$ cat src/rtl/rf_write_arbiter_if.sv
// Writeback request bus and register-file write port shared by the requesters and the arbiter.
// The pend_* signals mirror the output stage and are read by hazard/forwarding logic.
interface rf_write_arbiter_if #(
    parameter int NREQ = 3,
    parameter int AW   = 5,
    parameter int DW   = 32
);
    logic [NREQ-1:0]    req_valid;
    logic [NREQ*AW-1:0] req_addr;
    logic [NREQ*DW-1:0] req_data;
    logic [NREQ-1:0]    req_ready;
    logic               rf_regWrite;
    logic [AW-1:0]      rf_writeReg;
    logic [DW-1:0]      rf_writeData;
    logic               pend_valid;
    logic [AW-1:0]      pend_addr;
    logic [2:0]         grant_idx;

    modport master (
        output req_valid, req_addr, req_data,
        input  req_ready, rf_regWrite, rf_writeReg, rf_writeData,
        input  pend_valid, pend_addr, grant_idx
    );

    modport slave (
        input  req_valid, req_addr, req_data,
        output req_ready, rf_regWrite, rf_writeReg, rf_writeData,
        output pend_valid, pend_addr, grant_idx
    );
endinterface

$ cat src/rtl/rf_write_arbiter.sv
// Round-robin arbiter sharing the single register-file write port among NREQ writeback sources.
// One registered output stage; writes to register 0 complete the handshake but are never committed.
module rf_write_arbiter #(
    parameter int NREQ = 3,
    parameter int AW   = 5,
    parameter int DW   = 32
) (
    input logic clk,
    input logic rst,
    rf_write_arbiter_if.slave bus
);
    logic [2:0]      rrPtr;
    logic [NREQ-1:0] reqReady;
    logic            grantHit;
    logic [2:0]      grantSel;
    logic [AW-1:0]   selAddr;
    logic [DW-1:0]   selData;
    logic            regWrite;
    logic [AW-1:0]   writeReg;
    logic [DW-1:0]   writeData;
    logic [2:0]      grantIdx;
    int              scanIdx;

    // Scan starting at rrPtr; the inner compare keeps every select index a constant.
    always_comb begin
        grantHit = 1'b0;
        grantSel = '0;
        scanIdx  = 0;
        for (int k = 0; k < NREQ; k++) begin
            scanIdx = (int'(rrPtr) + k) % NREQ;
            for (int i = 0; i < NREQ; i++) begin
                if (!grantHit && (i == scanIdx) && bus.req_valid[i]) begin
                    grantHit = 1'b1;
                    grantSel = 3'(i);
                end
            end
        end
    end

    always_comb begin
        reqReady = '0;
        selAddr  = '0;
        selData  = '0;
        for (int i = 0; i < NREQ; i++) begin
            if (grantHit && (int'(grantSel) == i)) begin
                reqReady[i] = 1'b1;
                selAddr     = bus.req_addr[i*AW +: AW];
                selData     = bus.req_data[i*DW +: DW];
            end
        end
    end

    always_ff @(posedge clk or posedge rst) begin
        if (rst) begin
            rrPtr     <= '0;
            regWrite  <= 1'b0;
            writeReg  <= '0;
            writeData <= '0;
            grantIdx  <= '0;
        end else if (grantHit) begin
            if (int'(grantSel) == NREQ - 1) begin
                rrPtr <= '0;
            end else begin
                rrPtr <= grantSel + 3'd1;
            end
            regWrite  <= (selAddr != '0);
            writeReg  <= selAddr;
            writeData <= selData;
            grantIdx  <= grantSel;
        end else begin
            regWrite <= 1'b0;
        end
    end

    assign bus.req_ready    = reqReady;
    assign bus.rf_regWrite  = regWrite;
    assign bus.rf_writeReg  = writeReg;
    assign bus.rf_writeData = writeData;
    assign bus.pend_valid   = regWrite;
    assign bus.pend_addr    = writeReg;
    assign bus.grant_idx    = grantIdx;
endmodule

$ cat src/flat_wrapper.sv
// flat-port wrapper written by rule: the top's interface ports become plain ports
module rf_write_arbiter_flat 
#(
    parameter int NREQ = 3,
    parameter int AW   = 5,
    parameter int DW   = 32
)
  (clk, rst, bus_req_valid, bus_req_addr, bus_req_data, bus_req_ready, bus_rf_regWrite, bus_rf_writeReg, bus_rf_writeData, bus_pend_valid, bus_pend_addr, bus_grant_idx);
  rf_write_arbiter_if #(.NREQ(NREQ), .AW(AW), .DW(DW)) bus_i ();
  input logic clk;
  input logic rst;
  input wire logic [$bits(bus_i.req_valid)-1:0] bus_req_valid;
  input wire logic [$bits(bus_i.req_addr)-1:0] bus_req_addr;
  input wire logic [$bits(bus_i.req_data)-1:0] bus_req_data;
  output wire logic [$bits(bus_i.req_ready)-1:0] bus_req_ready;
  output wire logic [$bits(bus_i.rf_regWrite)-1:0] bus_rf_regWrite;
  output wire logic [$bits(bus_i.rf_writeReg)-1:0] bus_rf_writeReg;
  output wire logic [$bits(bus_i.rf_writeData)-1:0] bus_rf_writeData;
  output wire logic [$bits(bus_i.pend_valid)-1:0] bus_pend_valid;
  output wire logic [$bits(bus_i.pend_addr)-1:0] bus_pend_addr;
  output wire logic [$bits(bus_i.grant_idx)-1:0] bus_grant_idx;
  assign bus_i.req_valid = bus_req_valid;
  assign bus_i.req_addr = bus_req_addr;
  assign bus_i.req_data = bus_req_data;
  assign bus_req_ready = bus_i.req_ready;
  assign bus_rf_regWrite = bus_i.rf_regWrite;
  assign bus_rf_writeReg = bus_i.rf_writeReg;
  assign bus_rf_writeData = bus_i.rf_writeData;
  assign bus_pend_valid = bus_i.pend_valid;
  assign bus_pend_addr = bus_i.pend_addr;
  assign bus_grant_idx = bus_i.grant_idx;
  rf_write_arbiter #(.NREQ(NREQ), .AW(AW), .DW(DW)) u_core (.clk(clk), .rst(rst), .bus(bus_i));
endmodule
$ cat config.mk
export PLATFORM = sky130hd
export DESIGN_NAME = rf_write_arbiter_flat
export DESIGN_NICKNAME = d
export VERILOG_FILES = /design/src/rtl/rf_write_arbiter_if.sv /design/src/rtl/rf_write_arbiter.sv /design/src/flat_wrapper.sv
export SDC_FILE = /design/constraint.sdc
export NUM_CORES = 1
export LEC_CHECK = 0
export CORE_ASPECT_RATIO = 0.8
export CORE_MARGIN = 3
export CORE_UTILIZATION = 34
export DETAILED_ROUTE_END_ITERATION = 12
export GPL_ROUTABILITY_DRIVEN = 0
export HOLD_SLACK_MARGIN = 0.08
export PLACE_DENSITY = 0.68
export SLEW_MARGIN = 20
export SYNTH_ARGS = -nofsm -noshare
export SYNTH_HDL_FRONTEND = slang
export SYNTH_SLANG_ARGS = --single-unit
$ cat constraint.sdc
create_clock -name clk -period 5.37 [get_ports clk]
set_input_delay 0.537 -clock clk [delete_from_list [all_inputs] [get_ports clk]]
set_output_delay 0.537 -clock clk [all_outputs]
set_load 0.01 [all_outputs]
# Word-level counts from Yosys, hierarchy flattened
# Index checks and enable logic that the tools add are counted.
[word_totals]
regBits = 44
input_bits = 116
elab_cells = 80
[op_classes]
addsub = 3
div = 3
eq_ne = 8
n_mux = 28
reduce_logical = 33
[ops]
columns = ["op", "n"]
rows = [
  ["2-bit by 32-bit equality test with 1-bit output (first input constant)", 3],
  ["3-bit by 32-bit equality test with 1-bit output (first input constant)", 3],
  ["32-bit zero test", 3],
  ["32-bit two-way mux", 3],
  ["32-bit by 3-bit remainder unit with 32-bit output (second input constant)", 2],
  ["4-bit by 3-bit remainder unit with 32-bit output (second input constant)", 1],
  ["1-bit logical AND", 20],
  ["5-bit two-way mux", 3],
  ["1-bit two-way mux", 14],
  ["2-bit two-way mux", 7],
  ["1-bit zero test", 8],
  ["5-bit nonzero test", 1],
  ["3-bit by 1-bit adder with 4-bit output (second input constant)", 1],
  ["3-bit by 2-bit adder with 4-bit output (second input constant)", 1],
  ["2-bit by 1-bit adder with 3-bit output (second input constant)", 1],
  ["3-bit zero test", 1],
  ["3-bit two-way mux", 1],
  ["2-bit by 1-bit equality test with 1-bit output (second input constant)", 1],
  ["2-bit equality test (second input constant)", 1],
]

# Logic depth before layout (Yosys ltp)
[logic_depth]
depth_word = 43
depth_mapped = 22

# Worst setup path after synthesis
# OpenSTA, ideal clock, no wires.
[synth_path]
kind = "register to output"
start = "reg u_core.rrPtr[1]"
end = "out bus_req_ready[0]"
arrival_ps = 4461
t_required_ps = 4833
setup_slack_ps = 372
stages_incl_launch_ff = 18
path_buffers = 4
path_cell_list = "dfrtp_1 -> clkbuf_1 -> inv_1 -> ha_1 -> clkbuf_1 -> nor2_1 -> o21ai_0 -> xnor2_1 -> ha_1 -> ha_1 -> or3_1 -> o32ai_1 -> or4b_1 -> and3_1 -> or3_1 -> a21oi_1 -> buf_2 -> buf_2"
[synth_via]
elab_chain_len = 39
[synth_lines]
columns = ["element", "line_no", "rtl"]
rows = [
  ["start: declaration", "rf_write_arbiter.sv:12", "logic [2:0] rrPtr;"],
  ["start signal: assignment", "rf_write_arbiter.sv:64", "rrPtr <= grantSel + 3'd1;"],
  ["parallel branches: the longest is 37 deep, another holds 32-bit by 3-bit remainder unit with 32-bit output", "-", ""],
  ["1-bit logical AND (*)", "rf_write_arbiter.sv:45", "if (grantHit && (int'(grantSel) == i)) begin"],
  ["1-bit two-way mux (*)", "rf_write_arbiter.sv:45", ""],
  ["end: declaration", "flat_wrapper.sv:15", "output wire logic [$bits(bus_i.req_ready)-1:0] bus_req_ready;"],
]
# Every way passes the cells marked *.

# Worst setup path after layout
[layout_path]
start = "reg u_core.rrPtr[1]"
end = "out bus_req_ready[1]"
[layout_via]
elab_chain_len = 39
[layout_lines]
columns = ["element", "line_no"]
rows = [
  ["parallel branches: the longest is 37 deep, another holds 32-bit by 3-bit remainder unit with 32-bit output", "-"],
  ["1-bit logical AND (*)", "rf_write_arbiter.sv:45"],
  ["1-bit two-way mux (*)", "rf_write_arbiter.sv:45"],
]
# Marked as above.

==> impl_metrics.ini <==
[clock_tree]
cts_buffers = 5
cts_hold_buf = 0
clkLatencyLatePin_ns = 0.29
clk_pin_slew_ns = 0.06
cts_buffer_depth = 2
cts_tree = yes
htreeDepth = 2
clock-root-buffer = clkbuf_16
clock-sinks = 43

[worst_setup_path]
cpMostUsedCell = ha_1
crit_path_end = bus_req_ready[1]
r2r_cells = 21
worstPathArrival_ns = 4.45
r2r_end = u_core.bus.pend_valid
start_kind = flip-flop
cp_slowest_cell = a2111oi_4
path_cells = buf_4 > ha_1 > xnor2_2 > a21oi_1 > ha_1 > ha_1 > nand2_1 > o21ai_0 > a211oi_2 > ha_2 > a41oi_1 > o211a_1 > a2111oi_4 > a21oi_2 > a211oi_4 > nor2_2 > a41o_1 > buf_4 > dlymetal6s2s_1
endpoint_kind = primary output
r2r_start = u_core.rrPtr[1]
required_ns = 4.83
startpoint = u_core.rrPtr[1]
reg2reg_slack_ns = 0.48
cpPeakStageDelay_ns = 0.40
worstSetupPathType = reg -> out
critPathMaxFanout = 20

[placement]
hpwl_mm = 9.16
port_buffers = 164
dp_cells = 653
post-place-ws_ns = 0.216

[final_layout]
diodes = 0
fin_cells = 664
finalNetCount = 666
drive_gt1_frac = 0.0959
layout_common_cells = clkdlybuf4s50_1 (161), inv_1 (47), dfrtp_1 (43)
fin_util = 0.583
num-fill-cells = 817
final_common_cell = clkdlybuf4s50_1
syn_to_final_growth_pct = 61.3

[logic_synthesis]
synth.cell_area_mm2 = 0.00338
synth_area_leaders = dfrtp_1 (32%), a222oi_1 (10%), mux2i_1 (9.8%), ha_1 (7.0%), inv_1 (5.3%)
yosys_warnings = 0
ys_seq_area_frac = 0.318
yosys.area.top_type = dfrtp_1
ys.flop_type = dfrtp_1
synth_edf_count = 0
ys_types = 66
ys_ff_latch = 43
syn-num-nets = 499
synth_area_per_cell_um2 = 9.28
synth_top_cell_area_share = 0.318
async_flop_share = 1.00
postSynthCellCount = 364

[sta]
worst_slew_pin_slew_ns = 0.682
rsz0062_at_grt = no
layout_min_cycle_time_ns = 4.99
final.setup.tns_ns = 0
slew_headroom = 0.539
fmax_ghz = 0.200
fin_ws_ns = 0.379
finalSetupViolations = 0
post-route-period-util = 0.929
hold_viol_final = 0
clock_skew_ns = 0.00616
finalMaxSlewViolations = 0

[global_routing]
overflow = 0
first_global_vias = 3582
antenna_found_initial = 0
track_usage = 0.199
grt_max_degree = 42
grt_pass1_wl_mm = 18.1

[run]
maxCapViolCount = 0

[detailed_routing]
viasPerCell = 5.51
drtAntennaViolNets = 0
dr.first_iter.drc_count = 414
routed_wl_mm = 11.8
wl_per_cell_um = 17.7
drtPass1Iterations = 9
drc = 0
vias = 3658

[die]
initial_core_util = 0.362
fp.dieH_um = 95.2
coreArea_mm2 = 0.00935
die-area_mm2 = 0.0112
io_pins = 166
fp-row-count = 31
die_w_um = 117

[pwr]
power_density_mw_per_mm2 = 904
power.leakage_nw = 2.38
ir_worst_vdd_mv = 0.532

[outcome]
outcome = complete, no violations

[worst_hold_path]
hold_class = reg -> reg
whs_path_depth = 1
-- critical path, delay by kind of cell (launching register included) --
family,cells,cell delay [ns]
fa+ha+maj,4,1.03
xor+xnor,1,0.24
simple gates,2,0.17
compound gates,9,1.76
flops,1,0.39
buf+inv,3,0.57
-- cell usage after synthesis, drive strengths merged, types with 2 or more instances --
cell     count
ha          19
a221o        2
nand4b       2
a21boi       2
nor3         6
o31a         2
nand3b       6
a222oi      34
dfrtp       43
buf         16
and3         2
o311ai       3
inv         49
nand4        3
o211ai       5
o31ai        3
o21a         2
a22o         2
a21o         5
o21ai        9
a41oi        2
a2111oi      2
xnor2        4
or3          2
clkbuf      12
mux2i       33
a21oi        7
a211oi       3
a31oi        6
nand2       25
a311oi       4
a22oi        2
nand3       10
xor2         2
nor2        12
nor2b        3
-- layout make-up --
cell class                 count  area (µm²)  area share
sequential                    43        1080       0.197
multi-input combinational    244        2060       0.377
clock buffer                   6         129      0.0236
tap                          132         165      0.0303
inverter                      49         184      0.0337
timing repair buffer         188        1830       0.336
clock inverter                 2        12.5     0.00230
-- how the worst min path moves through the flow --
stage | startpoint | end | slack [ns]
after floorplan | u_core.bus.grant_idx[0] | u_core.bus.grant_idx[0] | 0.52
after global placement | u_core.bus.grant_idx[0] | u_core.bus.grant_idx[0] | 0.47
after detailed placement | u_core.bus.grant_idx[0] | u_core.bus.grant_idx[0] | 0.47
after CTS | u_core.bus.grant_idx[0] | u_core.bus.grant_idx[0] | 0.49
after global routing | u_core.bus.grant_idx[0] | u_core.bus.grant_idx[0] | 0.50
final | u_core.bus.grant_idx[0] | u_core.bus.grant_idx[0] | 0.48
-- report_power, final --
part / internal (mW) / switching (mW)
clock network: 0.172 / 0.125
logic: 1.83 / 2.16
registers: 0.545 / 0.0971
-- repair_timing --
item	in CTS	in global routing
setup endpoints to repair	3	5
gates resized for setup	4	12
pin swaps	1	4
buffers inserted	1	2
-- routing by layer --
| metal | wire [µm] | GRT usage | vias to the layer above |
|---|---|---|---|
| met5 | 0 | 0 | - |
| met4 | 159 | 0.0488 | 0 |
| met3 | 706 | 0.0409 | 12 |
| met2 | 6060 | 0.360 | 134 |
| met1 | 4850 | 0.247 | 1789 |
| li1 | - | - | 1723 |
-- flip-flops by register name (all words and copies together) (netlist names) --
name,cells
u_core.bus.grant_idx,2
u_core.bus.rf_writeData,32
u_core.bus.pend_addr,5
u_core.rrPtr,3
u_core.bus.pend_valid,1
-- cell families after synthesis --
family	Yosys count	share of synthesized area
fa+ha+maj	19	0.0703
other cells	1	0.00111
compound gates	105	0.264
mux	34	0.101
simple gates	79	0.122
flops	43	0.318
buf+inv	77	0.100
xor+xnor	6	0.0233
-- stage by stage --
| stage | area [µm²] | total power [mW] | hold WS, ns |
|---|---|---|---|
| 2_1_floorplan | 3380 | 3.20 | 0.518 |
| 3_3_place_gp | 5220 | 4.46 | 0.473 |
| 3_5_place_dp | 5220 | 4.53 | 0.474 |
| 4_1_cts | 5390 | 4.88 | 0.488 |
| 5_1_grt | 5450 | 5.32 | 0.504 |
| 6_report | 5450 | 4.93 | 0.483 |
Power figures use the tool's default switching activity.
==> variant (config.mk and constraints unchanged) <==
`NREQ` is set to 3 in 3 places; all go to 6.
--- a/src/rtl/rf_write_arbiter_if.sv
+++ b/src/rtl/rf_write_arbiter_if.sv
@@ -3,3 +3,3 @@
 interface rf_write_arbiter_if #(
-    parameter int NREQ = 3,
+    parameter int NREQ = 6,
     parameter int AW   = 5,
--- a/src/rtl/rf_write_arbiter.sv
+++ b/src/rtl/rf_write_arbiter.sv
@@ -3,3 +3,3 @@
 module rf_write_arbiter #(
-    parameter int NREQ = 3,
+    parameter int NREQ = 6,
     parameter int AW   = 5,
--- a/src/flat_wrapper.sv
+++ b/src/flat_wrapper.sv
@@ -3,3 +3,3 @@
 #(
-    parameter int NREQ = 3,
+    parameter int NREQ = 6,
     parameter int AW   = 5,
Interface: changed (resized bus_req_addr, bus_req_data, bus_req_ready and bus_req_valid); port bits go from 166 to 283. The function was not compared with the original's and may differ.
==> variant against the original RTL <==
Final cell count grew 85%. Critical endpoint is now bus_req_ready[5]. Worst hold slack gained 0.00086 ns. Die area up 50%. Largest cell class unchanged. Wire length rose by 120%. Setup slack lost 0.25 ns. Global-route usage up 9.0 points. Final area up 72%. Sequential cell count is 1 higher. Area after synthesis rose by 53%.
Power is left out: the tool's default activity adds up to more than one toggle a clock period on the data nets, which glitch-free logic cannot reach.
==> variant: results (changes against the original RTL) <==
- Status: completed
- Worst Hold Path EP: u_core.bus.grant_idx[1]
- Reg2reg path depth: 26 (+24%)
- Worst Hold Slack: 0.4836 ns (+0.0008620 ns)
- Vias in the first global route: 6,609 (+85%)
- Resized cells post-CTS: 15 (+11)
- Top_reg_cell synth: dfrtp_1
- Worst r2r src: u_core.rrPtr[1]
- First-pass GRT wire length: 37.82 mm (+110%)
- Post-CTS Setup Inserts: 2 (+1)
- Final Cycle Share: 97.56% (+4.6 points)
- Crit path to: bus_req_ready[5]
- Mux cell area share after synthesis: 1.259% (-8.8 points)
- Adder-cell share of the synthesized area: 5.813% (-1.2 points)
- Relative slew slack: 43.26% (-11 points)
- Layout Skew: 0.005364 ns (-0.0007989 ns)
- 1st-pass router iterations: 5 (-4)
- Synth Area in Compound Gates: 40.52% (+14 points)
- Initial antenna violation count: 0 (unchanged)
- DP Area: 0.008710 mm^2 (+67%)
- Largest stage delay, worst path: 0.46 ns (+0.06 ns)
- Layout Nets: 1,299 (+95%)
- Largest net degree at the start of global routing: 46 (+9.5%)
- Syn Nets: 971 (+95%)
- Clock root cell: clkbuf_16
- Top post-synthesis cells by count: nand2_1 (87), o21ai_0 (79), a22oi_1 (70), nor2_1 (56), a21oi_1 (54)
- Drt total wl: 26.07 mm (+120%)
- Critical path arrival: 4.70 ns (+0.25 ns)
- Max FFs per register: 32 (unchanged)
- H-tree Lvls: 2 (unchanged)
- Clock Latency Late Sink: 0.29 ns (about the same)
- Vias: 7,067 (+93%)
- Min-delay src: u_core.bus.grant_idx[1]
- All-layer global routing usage: 28.85% (+9.0 points)
- Share of layout cells above drive strength 1: 18.26% (+8.7 points)
- Fin cells: 1,230 (+85%)
- DR iter-0 viols: 534 (+29%)
- Slowest stage cell, crit path: dfrtp_2
- TritonCTS buffer count: 5 (unchanged)
- Reg2reg end: u_core.bus.pend_valid
- Largest fanout on the critical path: 19 (-5.0%)
- Gate Count Post-Synth: 717 (+97%)
- Distinct cells, synth: 73 (+11%)
- Setup WS pre-CTS: -0.1198 ns (-0.3354 ns)
- HPWL after DPL: 20.27 mm (+120%)
- R2R setup slack: 0.13 ns (-0.35 ns)
- Input/output buffers: 282 (+72%)
- Post-synth ARST share: 100.0% (unchanged)
- Top cells by area, synth: dfrtp_1 (21%), a22oi_1 (10%), o21ai_0 (7.7%)
- Seq/Total Area, Yosys: 21.31% (-11 points)
- Synth Area in XOR/XNOR: 1.986% (-0.35 points)
variant: cell count changes after synthesis, moves of 25 or more:
| cell | before | now |
|---|---|---|
| clkbuf_1 | 12 | 46 |
| nor2_1 | 11 | 56 |
| inv_1 | 48 | 23 |
| o21ai_0 | 9 | 79 |
| a22oi_1 | 2 | 70 |
| o311ai_0 | 3 | 29 |
| a21oi_1 | 7 | 54 |
| mux2i_1 | 33 | 4 |
| a222oi_1 | 34 | 0 |
| nand2_1 | 25 | 87 |
variant: layout make-up:
class	instances	area, um^2
repair buffers	390	3766
flip-flops and latches	44	1102
inverters	27	111.4
clock buffers	5	125.1
multi-input cells	577	3989
fillers	1249	5224
clock inverters	3	42.54
well taps	184	230.2
variant: per-layer routing:
layer  part of all wire, %  global-route usage (%)
met5                     0                       0
met4                   2.5                   6.462
met3                   8.2                   6.590
met2                    47                   46.06
met1                    43                   40.04
